### config.mk
export PLATFORM = sky130hd
export DESIGN_NAME = pbs_move_input
export DESIGN_NICKNAME = d
export VERILOG_FILES = /design/src/rtl/pbs_pkg.sv /design/src/rtl/pbs_debounce.sv /design/src/rtl/pbs_move_input.sv
export SDC_FILE = /design/constraint.sdc
export NUM_CORES = 1
export LEC_CHECK = 0
export BUFFER_PORTS_ARGS = -buffer_cell sky130_fd_sc_hd__buf_2
export CORE_ASPECT_RATIO = 0.75
export CORE_MARGIN = 2
export CORE_UTILIZATION = 35
export DETAILED_ROUTE_END_ITERATION = 8
export GPL_TIMING_DRIVEN = 1
export HOLD_SLACK_MARGIN = 0.05
export SLEW_MARGIN = 30
export SYNTH_ARGS = -nofsm -noshare
export SYNTH_HDL_FRONTEND = slang
export SYNTH_SLANG_ARGS = --single-unit
### constraint.sdc
create_clock -name clk -period 5.04 [get_ports clk]
set_input_delay 0.252 -clock clk [delete_from_list [all_inputs] [get_ports clk]]
set_output_delay 0.252 -clock clk [all_outputs]
set_load 0.03 [all_outputs]
### src/rtl/pbs_pkg.sv
// Shared constants for the player-move input path: move width, the four
// switch-selected move codes, and the move-offer state encoding.
package pbs_pkg;

  localparam int MOVE_W = 2;

  // Move codes as presented on SW[1:0]
  localparam logic [MOVE_W-1:0] MOVE_CODE_0 = 2'b00;
  localparam logic [MOVE_W-1:0] MOVE_CODE_1 = 2'b01;
  localparam logic [MOVE_W-1:0] MOVE_CODE_2 = 2'b10;
  localparam logic [MOVE_W-1:0] MOVE_CODE_3 = 2'b11;

  // Offer FSM: wait for a press, offer the move, then wait for key release
  typedef enum logic [1:0] {
    ST_IDLE     = 2'b00,
    ST_OFFER    = 2'b01,
    ST_WAIT_REL = 2'b10
  } pbs_state_e;

endpackage

### src/rtl/pbs_debounce.sv
// Two-flop synchroniser and counter debouncer for an active-low key.
// level_o is the debounced level (1 = pressed); press_o is a one-cycle
// strobe on the debounced released->pressed transition.
module pbs_debounce #(
  parameter int DEBOUNCE_CYCLES = 500000,
  parameter int CNT_W           = 20
) (
  input  logic clk,
  input  logic rst,
  input  logic key_n_i,
  output logic level_o,
  output logic press_o
);

  localparam logic [CNT_W-1:0] CNT_LAST = CNT_W'(DEBOUNCE_CYCLES - 1);
  localparam logic [CNT_W-1:0] CNT_ONE  = CNT_W'(1);

  logic             sync1_q;
  logic             sync2_q;
  logic             lvl_n_q;   // debounced level in key_n polarity (1 = released)
  logic             lvl_n_d;
  logic [CNT_W-1:0] cnt_q;
  logic [CNT_W-1:0] cnt_d;
  logic             press_q;
  logic             press_d;

  // Bring the asynchronous key into the clock domain; idle level is released
  always_ff @(posedge clk or posedge rst) begin
    if (rst) begin
      sync1_q <= 1'b1;
      sync2_q <= 1'b1;
    end else begin
      sync1_q <= key_n_i;
      sync2_q <= sync1_q;
    end
  end

  // Count consecutive cycles the synced key disagrees with the debounced level;
  // flip the level once the disagreement has lasted DEBOUNCE_CYCLES cycles
  always_comb begin
    lvl_n_d = lvl_n_q;
    cnt_d   = cnt_q;
    press_d = 1'b0;
    if (sync2_q == lvl_n_q) begin
      cnt_d = {CNT_W{1'b0}};
    end else if (cnt_q == CNT_LAST) begin
      lvl_n_d = sync2_q;
      cnt_d   = {CNT_W{1'b0}};
      // lvl_n_q high means we are leaving the released level: that is a press
      press_d = lvl_n_q;
    end else begin
      cnt_d = cnt_q + CNT_ONE;
    end
  end

  // Debounce state registers
  always_ff @(posedge clk or posedge rst) begin
    if (rst) begin
      lvl_n_q <= 1'b1;
      cnt_q   <= {CNT_W{1'b0}};
      press_q <= 1'b0;
    end else begin
      lvl_n_q <= lvl_n_d;
      cnt_q   <= cnt_d;
      press_q <= press_d;
    end
  end

  assign level_o = ~lvl_n_q;
  assign press_o = press_q;

endmodule

### src/rtl/pbs_move_input.sv
// Player move entry: debounced confirm key plus synchronised move switches,
// captured on a clean press and offered to the control FSM via valid/ack.
module pbs_move_input
  import pbs_pkg::*;
#(
  parameter int DEBOUNCE_CYCLES = 500000,
  parameter int CNT_W           = 20
) (
  input  logic              clk,
  input  logic              rst,
  input  logic              key_n,
  input  logic [MOVE_W-1:0] sw_move,
  input  logic              enable,
  input  logic              move_ack,
  output logic              move_valid,
  output logic [MOVE_W-1:0] move_out,
  output logic              key_held
);

  logic [MOVE_W-1:0] sw_sync1_q;
  logic [MOVE_W-1:0] sw_sync2_q;
  pbs_state_e        state_q;
  logic              move_valid_q;
  logic [MOVE_W-1:0] move_out_q;
  logic              level_s;
  logic              press_s;

  pbs_debounce #(
    .DEBOUNCE_CYCLES (DEBOUNCE_CYCLES),
    .CNT_W           (CNT_W)
  ) u_debounce (
    .clk     (clk),
    .rst     (rst),
    .key_n_i (key_n),
    .level_o (level_s),
    .press_o (press_s)
  );

  // Synchronise the move switches; only the second-stage copy is captured
  always_ff @(posedge clk or posedge rst) begin
    if (rst) begin
      sw_sync1_q <= {MOVE_W{1'b0}};
      sw_sync2_q <= {MOVE_W{1'b0}};
    end else begin
      sw_sync1_q <= sw_move;
      sw_sync2_q <= sw_sync1_q;
    end
  end

  // Offer FSM: one move per press, frozen while offered, re-armed only on release
  always_ff @(posedge clk or posedge rst) begin
    if (rst) begin
      state_q      <= ST_IDLE;
      move_valid_q <= 1'b0;
      move_out_q   <= {MOVE_W{1'b0}};
    end else begin
      case (state_q)
        ST_IDLE: begin
          if (press_s) begin
            if (enable) begin
              move_out_q   <= sw_sync2_q;
              move_valid_q <= 1'b1;
              state_q      <= ST_OFFER;
            end else begin
              state_q <= ST_WAIT_REL;
            end
          end else begin
            state_q <= ST_IDLE;
          end
        end
        ST_OFFER: begin
          // ack and abort retire the offer identically; ack simply has priority
          if (move_ack || !enable) begin
            move_valid_q <= 1'b0;
            state_q      <= level_s ? ST_WAIT_REL : ST_IDLE;
          end else begin
            state_q <= ST_OFFER;
          end
        end
        ST_WAIT_REL: begin
          if (!level_s) begin
            state_q <= ST_IDLE;
          end else begin
            state_q <= ST_WAIT_REL;
          end
        end
        default: begin
          state_q      <= ST_IDLE;
          move_valid_q <= 1'b0;
        end
      endcase
    end
  end

  assign move_valid = move_valid_q;
  assign move_out   = move_out_q;
  assign key_held   = level_s;

endmodule

Word-level counts from Yosys, hierarchy flattened
Index checks and enable logic that the tools add are counted.

storage, ports and cells
  register bits after elaboration = 33

operators by class
  $add $sub $neg = 1
  multiplexer cells = 13
  equality and inequality tests = 7
  reductions and logical operators = 6
  bitwise logic cells = 3

operators by type and width
  operator                 number
  $mux W20                 2
  $add A20 B1 Y20 const B  1
  $eq A20 B19 Y1 const B   1
  $mux W2                  4
  $pmux W2 S3              1
  $mux W1                  5
  $ne A2 B2 Y1 const B     2
  $reduce_and A4 Y1        1
  $not A1 Y1               3
  $pmux W1 S3              1
  $reduce_and A3 Y1        1
  $eq A2 B1 Y1 const B     1
  $eq A2 B2 Y1 const B     1
  $logic_not A2 Y1         1
  $ne A2 B1 Y1 const B     1
  $reduce_and A2 Y1        1
  $eq A1 B1 Y1             1
  $logic_not A1 Y1         1
  $logic_or A1 B1 Y1       1

Depth between registers and ports, before layout
Gate-level depths: netlist (run 1).

  depth in word-level cells = 4
  gate-level depth with buffers = 6
  gate-level depth less buffers = 5

By module
Synthesis (run 1) repeated with hierarchy kept, for this count alone.

second synthesis, totals
  cells, all modules = 140
  area total of the unflattened synthesis = 1596.5 um2

modules (own cells, without submodules)
  module          instances  seq. area each (um2)  cells an instance  area an instance (um2)
  pbs_debounce    1          604.3                 115                1239.9
  pbs_move_input  1          225.2                 25                 356.6

Worst setup path before layout (run 1)
Ideal clock, no wire load.

  path type = register -> register
  start point = reg u_debounce.cnt_q[0]
  end point = reg u_debounce.lvl_n_q
  path slack = 3.383 ns
  cell stages (with the launch flop) = 6
  buffers on the path = 0
  setup time = 0.085 ns
  required time = 4.955 ns
  arrival = 1.572 ns
  cell sequence = dfrtp_1 ha_1 nand4_2 nand3b_1 nor2_1 mux2_1

on the way
  longest elaborated chain between the ends = 2

ends and longest elaborated chain
  element                      RTL line            source
  start: declaration           pbs_debounce.sv:22  logic [CNT_W-1:0] cnt_q;
  start signal: assignment     pbs_debounce.sv:60  cnt_q <= {CNT_W{1'b0}};
  start signal: assignment     pbs_debounce.sv:64  cnt_q <= cnt_d;
  $eq A20 B19 Y1               pbs_debounce.sv:46  end else if (cnt_q == CNT_LAST) begin
  $reduce_and A2 Y1 (no line)  -
  end signal: assignment       pbs_debounce.sv:63  lvl_n_q <= lvl_n_d;
  end: declaration             pbs_debounce.sv:20  logic lvl_n_q;

Every way passes these cells.
A chain may end at the register's enable or synchronous reset.

Worst setup path after layout (run 1)
  start point = reg u_debounce.cnt_q[0]
  end point = reg u_debounce.cnt_q[15]

on the way
  longest elaborated chain between the ends = 3

ends and longest elaborated chain
  element                                                   RTL line                                source
  $add A20 B1 Y20 / $eq A20 B19 Y1 (equally long branches)  pbs_debounce.sv:52, pbs_debounce.sv:46
  $mux W20 *                                                pbs_debounce.sv:46
  $mux W20 *                                                pbs_debounce.sv:44                      if (sync2_q == lvl_n_q) begin
  named net u_debounce.cnt_d[15]                            pbs_debounce.sv:23                      logic [CNT_W-1:0] cnt_d;

The timed path passes the listed nets; every way through them passes the cells marked *.

==> flow_summary.yaml, run 1 <==
status:
  status: "finished, final reports clean"
clock_network:
  cts_setup_buffers: 0
  hold_buffers: 1
  htreeDepth: 2
  clk_latency_ns: 0.29
  clk_path_buf_depth: 2
  tritoncts: "built"
  clkSinkCount: 33
  cts.reportedPaths.clkPinSlew_ns: 0.06
  cts_buffers: 5
  clockRootBuffer: "clkbuf_8"
  cts.repair.resized: 0
pwr:
  power.density_nw_per_um2: 272
  p_leak_nw: 0.705
  ir_worst_vdd_mv: 0.166
timing:
  rsz0062_at_grt: "false"
  slew_viol_final: 0
  worst-slew-pin-transition_ns: 0.420
  max_freq_ghz: 0.543
  final_hold_viol_count: 0
  relSlewSlack: 0.719
  fin_ws_ns: 3.20
  tns_ns: 0
  finalCriticalPeriod_ns: 1.84
  fin_crit_sh: 0.366
  finalSetupViolCount: 0
  skew_ns: 0.00765
synth:
  synth_ff_type: "dfrtp_1"
  synth.most_common_cell: "dfrtp_1"
  netlist_top_cells_area: "dfrtp_1 48%, xnor2_1 7.3%, nor2_1 5.3%"
  synth.top_cell.area_share: 0.481
  ys_types: 36
  synthArstFlopShare: 1.00
  yosysWarnings: 0
  ys_seq_elements: 33
  ys_seq_area_frac: 0.531
  synth_cells: 144
  synth_area_per_cell_um2: 10.8
  syn_nets: 152
  synth_edf_count: 0
  synth_common_cells: "30 x dfrtp_1, 22 x nor2_1, 13 x xnor2_1, 10 x inv_1"
  yosys.area.top_type: "dfrtp_1"
  synth_area_um2: 1560
placement:
  port_buffers: 10
  dp_slack_ns: 3.18
  hpwl_um: 1990
  place.gp.congestion: 0.782
route:
  first_pass_iters: 4
  drc: 0
  drt_iter0_markers: 65
  antenna_left: 0
  wl_um: 2780
  routedWlPerCell_um: 12.7
  route.vias.total: 1070
  via_per_inst: 4.89
grt:
  grt_usage: 0.136
  grt_max_degree: 34
  overflow: 0
  grt_pass1_wl_um: 4930
  grt_use_met3: 0.0347
  antenna_found_initial: 0
  grt_use_met2: 0.230
  busiest_layer: "met2"
  grt_pass1_vias: 1126
  met1_usage: 0.159
critical_path:
  cp.arrival_ns: 1.99
  worstReg2RegStart: "u_debounce.cnt_q[0]"
  critPathKind: "register to register"
  crit_fanout: 17
  regToRegSetupSlack_ns: 3.20
  ff2ff_path_depth: 5
  reg2reg_to: "u_debounce.cnt_q[15]"
  cp_data_required_time_ns: 5.19
  cp-start-kind: "register"
  endpoint_kind: "register"
hold_path:
  min_path_type: "input pin to register"
  min_to: "u_debounce.sync1_q"
  holdCritStartpoint: "key_n"
  hold_depth: 1
floorplan:
  initial_core_util: 0.356
  rows: 21
  die-area_um2: 5020
  dieHeight_um: 61.8
  die_width_um: 81.1
  core_area_um2: 4390
  io_pins: 11
flow_run:
  drv_cap: 0
final_layout:
  drive_gt1_frac: 0.198
  fin_nets: 169
  fill_cells: 424
  diodes: 0
  synthToLayoutAreaGrowth_pct: 13.4
  final_util: 0.403
## critical path, cell delays in order, from the launching register on
cell and delay (ns):
dfrtp_1 0.41, ha_1 0.24, nand4_2 0.24, nand3b_1 0.30, o21bai_4 0.41, a21oi_1 0.09
## state kept, by name (all words and copies together), names as in the netlist
signal,flops
u_debounce.lvl_n_q,1
u_debounce.cnt_q,20
u_debounce.sync2_q,1
state_q,2
u_debounce.press_o,1
move_valid,1
u_debounce.sync1_q,1
sw_sync1_q,2
sw_sync2_q,2
move_out,2
## final cells by class
type                    instances  area, um2  area share
multi-input cells              99        682       0.385
repair buffers                 12       67.6      0.0382
inverters                      10       37.5      0.0212
well taps                      57       71.3      0.0403
clock buffers                   6       72.6      0.0410
flip-flops and latches         33        830       0.469
clock inverters                 2       10.0     0.00565
## logic make-up (layout without fill, tap and decap cells)
logic type      Yosys count  count (layout)  share of synthesized area
simple gates             65              65                      0.248
flops                    33              33                      0.531
xor+xnor                 15              15                     0.0841
compound gates           12              12                     0.0561
buf+inv                  12              30                     0.0321
mux                       6               6                     0.0409
fa+ha+maj                 1               1                    0.00801
## metrics by stage
| step | cell area, um2 | hold WS [ns] | power [W] | std cells |
|---|---|---|---|---|
| 6_report | 1770 | 0.0708 | 0.000481 | 219 |
| 5_1_grt | 1770 | 0.0579 | 0.000502 | 219 |
| 4_1_cts | 1770 | 0.0588 | 0.000490 | 219 |
| 3_5_place_dp | 1680 | 0.336 | 0.000297 | 210 |
| 3_3_place_gp | 1680 | 0.334 | 0.000297 | 210 |
| 2_1_floorplan | 1560 | 0.256 | 0.000291 | 144 |
## power by group
part / switching [W] / total (W) / internal (W)
sequential: 0.00000397 / 0.000274 / 0.000270
combinational: 0.0000118 / 0.0000182 / 0.00000647
clock: 0.0000927 / 0.000188 / 0.0000955
total: 0.000108 / 0.000481 / 0.000372
## worst max-delay path by stage
stage / from / to / slack [ns] / cells past startpoint
after CTS: u_debounce.cnt_q[0] / u_debounce.cnt_q[15] / 3.17 / 5
after global placement: u_debounce.cnt_q[0] / u_debounce.lvl_n_q / 3.27 / 5
final: u_debounce.cnt_q[0] / u_debounce.cnt_q[15] / 3.20 / 5
after floorplan: u_debounce.cnt_q[0] / u_debounce.lvl_n_q / 3.38 / 5
after global routing: u_debounce.cnt_q[0] / u_debounce.cnt_q[13] / 3.03 / 5
after detailed placement: u_debounce.cnt_q[0] / u_debounce.cnt_q[8] / 3.18 / 5
## placed cells by master, fill, tap and decap left out, types with 3 or more instances in the layout
| master | netlist | final |
|---|---|---|
| nor2_1 | 22 | 22 |
| dfstp_2 | 3 | 3 |
| dfrtp_1 | 30 | 30 |
| xnor2_1 | 13 | 13 |
| buf_2 | 1 | 10 |
| nor4_1 | 5 | 5 |
| a21oi_1 | 5 | 5 |
| nand4_1 | 3 | 3 |
| nand2_1 | 6 | 6 |
| inv_1 | 10 | 10 |
| or4_1 | 4 | 4 |
| nor3_1 | 6 | 6 |
| nand3_1 | 5 | 5 |
| o31ai_1 | 3 | 3 |
| mux2i_1 | 3 | 3 |
| clkbuf_8 | 0 | 5 |
## layer usage
metal,up-vias,part of all wire
li1,535,-
met1,513,0.48
met2,17,0.45
met3,5,0.036
met4,0,0.026
met5,-,0
No activity file was read; power rests on OpenSTA's default activity.
==> run 2: changes to the inputs <==
- clock period: 5.04 -> 1.7 ns (I/O delays scaled with it)
==> run 2 against run 1 <==
- sequential power increased to 3.0 times the previous value
- non-clock buffer count increased by 24
- wire length up 19%
- register-to-register slack got worse by 3.1 ns
- global-route usage grew 2.5 points
- critical path type unchanged
- critical endpoint is now u_debounce.lvl_n_q
- largest cell class unchanged
- largest power group unchanged
- highest routed layer unchanged
==> flow_summary.yaml, run 2 (synthesis gave the netlist of run 1 again) <==
status:
  status: "finished, final reports clean"
final_layout:
  synthToLayoutAreaGrowth_pct: 31.3
  final_common_cell: "dfrtp_1"
  fill_cells: 399
  final_util: 0.467
  diodes: 0
  multi_input_area_um2: 727
  regMostFlops: "u_debounce.cnt_q"
  drive_gt1_frac: 0.360
  fin_nets: 193
  seqCellArea_um2: 840
  final_cell_mix: "22 x dfrtp_1, 21 x nor2_1, 20 x buf_4"
  largest_reg_flops: 20
pwr:
  p_clk_frac: 0.459
  ir_worst_vdd_mv: 0.599
  power.density_nw_per_um2: 805
  swShare: 0.226
  pwr-share-seq: 0.491
  p_int_w: 0.00128
  power_frac_comb: 0.051
  p_sw_w: 0.000373
  p_leak_nw: 0.842
placement:
  dp_slack_ns: -0.0199
  place.gp.congestion: 0.817
  port_buffers: 10
  hpwl_um: 2290
critical_path:
  crit_fanout: 3
  cp-start-kind: "register"
  crit_path_start: "u_debounce.cnt_q[19]"
  ff2ff_path_depth: 4
  cp.arrival_ns: 1.85
  critPathKind: "register to register"
  endpoint_kind: "register"
  worstReg2RegStart: "u_debounce.cnt_q[19]"
  cp_data_required_time_ns: 1.92
  regToRegSetupSlack_ns: 0.07
hold_path:
  hold_depth: 0
  holdCritStartpoint: "sw_sync1_q[0]"
  min_path_type: "register to register"
timing:
  fin_ws_ns: 0.0696
  skew_ns: 0.00775
  worst-slew-pin-transition_ns: 0.405
  fin_crit_sh: 0.959
  finalSetupViolCount: 0
  rsz0062_at_grt: "false"
  finalCriticalPeriod_ns: 1.63
  slew_viol_final: 0
  max_freq_ghz: 0.613
  final_hold_viol_count: 0
  relSlewSlack: 0.728
  holdWs_ns: 0.351
  tns_ns: 0
route:
  drc: 0
  routedWlPerCell_um: 13.6
  dr_wl_met2_um: 1570
  wl_met3_um: 139
  first_pass_iters: 4
  route.vias.total: 1217
  drt_iter0_markers: 87
  antenna_left: 0
  via_per_inst: 5.01
  top_layer: "met4"
  wl_met1_um: 1540
  wl_um: 3310
grt:
  overflow: 0
  grt_usage: 0.161
  grt_pass1_vias: 1299
  grt_pass1_wl_um: 5840
  antenna_found_initial: 0
  grt_max_degree: 34
floorplan:
  initial_core_util: 0.356
  io_pins: 11
  dieHeight_um: 61.8
  die-area_um2: 5020
  die_width_um: 81.1
  rows: 21
  core_area_um2: 4390
clock_network:
  clockRootBuffer: "clkbuf_8"
  cts_buffers: 5
  tritoncts: "built"
  clk_path_buf_depth: 2
  clkSinkCount: 33
  htreeDepth: 2
  cts.reportedPaths.clkPinSlew_ns: 0.08
  clk_latency_ns: 0.30
flow_run:
  drv_cap: 0
run 2: changes by cell type in the layout (fill, tap and decap cells not counted), sizes merged:
cell	previous run	this run
buf	11	30
clkinvlp	0	1
bufinv	0	1
clkinv	2	1
dlygate4sd3	1	6
clkbuf	6	5
run 2: path summary, 6_finish.rpt:
kind | to
max | u_debounce.lvl_n_q
min reg2reg | sw_sync2_q[0]
max in group asynchronous | u_debounce.lvl_n_q
min | sw_sync2_q[0]
min in group asynchronous | u_debounce.cnt_q[1]
max reg2reg | u_debounce.lvl_n_q
run 2: power by group through the flow:
stage          combinational, W  sequential [W]  clock, W
2_1_floorplan         0.0000368        0.000825         0
3_3_place_gp          0.0000658        0.000824         0
3_5_place_dp          0.0000681        0.000825         0
4_1_cts               0.0000844        0.000809  0.000773
5_1_grt               0.0000950        0.000811  0.000809
6_report              0.0000839        0.000810  0.000757
run 2: cell type report:
type | count | area share
sequential | 33 | 0.409
multi-input combinational | 99 | 0.354
inverter | 10 | 0.0183
tap | 57 | 0.0348
timing repair buffer | 36 | 0.127
clock inverter | 3 | 0.0226
clock buffer | 5 | 0.0336
run 2: critical path: stages, from the launching register on:
cell,delay (ns)
dfrtp_1,0.40
nand2b_1,0.16
or4_1,0.49
nor2_2,0.18
mux2_1,0.33
run 2: repair_timing:
item / CTS / global route
setup buffers: 1 / 0
endpoints found under the setup margin: 2 / 19
pin swaps: 0 / 5
gates resized for setup: 3 / 14
hold endpoints to repair: 35 / 0
hold buffers: 6 / 0
run 2: per-stage QoR:
stage	cells	area [um2]	total power (W)
floorplan	144	1560	0.000862
global placement	228	1810	0.000890
detailed placement	228	1810	0.000893
CTS	243	2010	0.00167
global route	243	2050	0.00172
finish	243	2050	0.00165
run 2: metal layers:
metal,vias up,GRT usage
li1,588,-
met1,605,0.194
met2,18,0.272
met3,6,0.0578
met4,0,0.0581
met5,-,0
==> run 3: changes to the inputs <==
- clock period: 1.7 -> 1.9 ns (I/O delays scaled with it)
==> run 3 against run 2 <==
- global-route usage decreased by 2.5 points
- fmax decreased by 4.9%
- clock power decreased by 34%
- critical path type unchanged
==> flow_summary.yaml, run 3 (synthesis gave the netlist of run 1 again) <==
clock_network:
  clkSinkCount: 33
  clk_path_buf_depth: 2
  cts_setup_buffers: 0
  clk_latency_ns: 0.28
  htreeDepth: 2
  clockRootBuffer: "clkbuf_8"
  cts.reportedPaths.clkPinSlew_ns: 0.07
  tritoncts: "built"
  cts_buffers: 5
pwr:
  power.density_nw_per_um2: 689
  p_leak_nw: 0.753
  ir_worst_vdd_mv: 0.453
timing:
  rsz0062_at_grt: "false"
  final_hold_viol_count: 0
  worst-slew-pin-transition_ns: 0.411
  relSlewSlack: 0.724
  fin_crit_sh: 0.902
  finalSetupViolCount: 0
  skew_ns: 0.00677
  finalCriticalPeriod_ns: 1.71
  max_freq_ghz: 0.584
  slew_viol_final: 0
  tns_ns: 0
final_layout:
  fin_area_um2: 1870
  drive_gt1_frac: 0.220
  final_common_cell: "dfrtp_1"
  diodes: 0
  regMostFlops: "u_debounce.cnt_q"
  final_cell_mix: "30 x dfrtp_1, 22 x nor2_1, 13 x xnor2_1"
  synthToLayoutAreaGrowth_pct: 19.5
  fill_cells: 418
  fin_nets: 180
  largest_reg_flops: 20
route:
  via_per_inst: 5.03
  first_pass_iters: 4
  wl_um: 2900
  drc: 0
  drt_iter0_markers: 84
  routedWlPerCell_um: 12.6
  antenna_left: 0
  route.vias.total: 1157
hold_path:
  min_path_type: "register to register"
floorplan:
  io_pins: 11
  die_width_um: 81.1
  initial_core_util: 0.356
  rows: 21
  die-area_um2: 5020
  core_area_um2: 4390
  dieHeight_um: 61.8
grt:
  antenna_found_initial: 0
  grt_pass1_wl_um: 5000
  grt_pass1_vias: 1109
  overflow: 0
  grt_usage: 0.136
  grt_max_degree: 34
placement:
  port_buffers: 10
  placed_cell_area_um2: 1720
  hpwl_um: 2030
  place.gp.congestion: 0.797
status:
  status: "finished, final reports clean"
critical_path:
  cp-start-kind: "register"
  cpPeakStageDelay_ns: 0.47
  cp_slowest_cell: "dfrtp_1"
  critPathKind: "register to register"
  cp.arrival_ns: 1.92
  endpoint_kind: "register"
  worstPathCellList: "nand3_2, or3_4, or4_1, a21oi_1"
  cp_data_required_time_ns: 2.10
  crit_fanout: 6
flow_run:
  drv_cap: 0
-- run 3: cell types whose count changed in the layout (fill, tap and decap cells not counted), moves of 2 or more --
cell      change
dfrtp_2       -8
dfrtp_1       +8
nor4_1        +2
clkinv_2      +2
buf_4        -13
-- run 3: worst paths after layout --
path | slack (ns) | cells after the start | to | from
setup reg to reg | 0.19 | 4 | u_debounce.cnt_q[19] | u_debounce.cnt_q[2]
hold reg to reg | 0.35 | 0 | sw_sync2_q[1] | sw_sync1_q[1]
max in group asynchronous | 1.13 | 4 | u_debounce.sync2_q | rst
setup / recovery | 0.19 | 4 | u_debounce.cnt_q[19] | u_debounce.cnt_q[2]
min in group asynchronous | 0.44 | 4 | u_debounce.cnt_q[1] | rst
hold / removal | 0.35 | 0 | sw_sync2_q[1] | sw_sync1_q[1]
-- run 3: critical path: cells and delay by family, from the launching register on --
kind               cells  cell delay (ns)
and+or+nand+nor        3             0.98
DFF                    1             0.47
AOI/OAI and AO/OA      1             0.18
-- run 3: power breakdown --
| part | total (W) | internal [W] | leakage [nW] | switching (W) |
|---|---|---|---|---|
| clock network | 0.000497 | 0.000253 | 0.0450 | 0.000244 |
| logic | 0.0000603 | 0.0000265 | 0.272 | 0.0000338 |
| registers | 0.000727 | 0.000717 | 0.436 | 0.0000101 |
| total | 0.00128 | 0.000997 | 0.753 | 0.000288 |
-- run 3: metrics by stage --
step | instances | setup WS, ns | util | hold WS [ns] | total power (W)
after floorplan | 144 | 0.243 | - | 0.0995 | 0.000771
after global placement | 216 | 0.226 | 0.393 | 0.197 | 0.000790
after detailed placement | 216 | 0.204 | 0.393 | 0.201 | 0.000793
after CTS | 230 | 0.176 | 0.425 | 0.351 | 0.00131
after global routing | 230 | 0.0719 | 0.425 | 0.357 | 0.00135
final | 230 | 0.186 | 0.425 | 0.348 | 0.00128
-- run 3: what timing repair did --
| item | CTS | global route |
|---|---|---|
| endpoints found under the hold margin | 35 | 0 |
| gates resized for setup | 0 | 0 |
| hold buffers | 6 | 0 |
-- run 3: layout make-up --
type | count | area, um2 | area share
tap | 57 | 71.3 | 0.0382
multi-input combinational | 99 | 682 | 0.366
sequential | 33 | 830 | 0.445
clock buffer | 6 | 72.6 | 0.0389
inverter | 10 | 37.5 | 0.0201
timing repair buffer | 23 | 163 | 0.0872
clock inverter | 2 | 10.0 | 0.00537
-- run 3: per-layer routing --
metal | wire [um] | global-route usage
met5 | 0 | 0
met2 | 1290 | 0.215
met4 | 71 | 0.0726
met3 | 131 | 0.0361
met1 | 1410 | 0.174
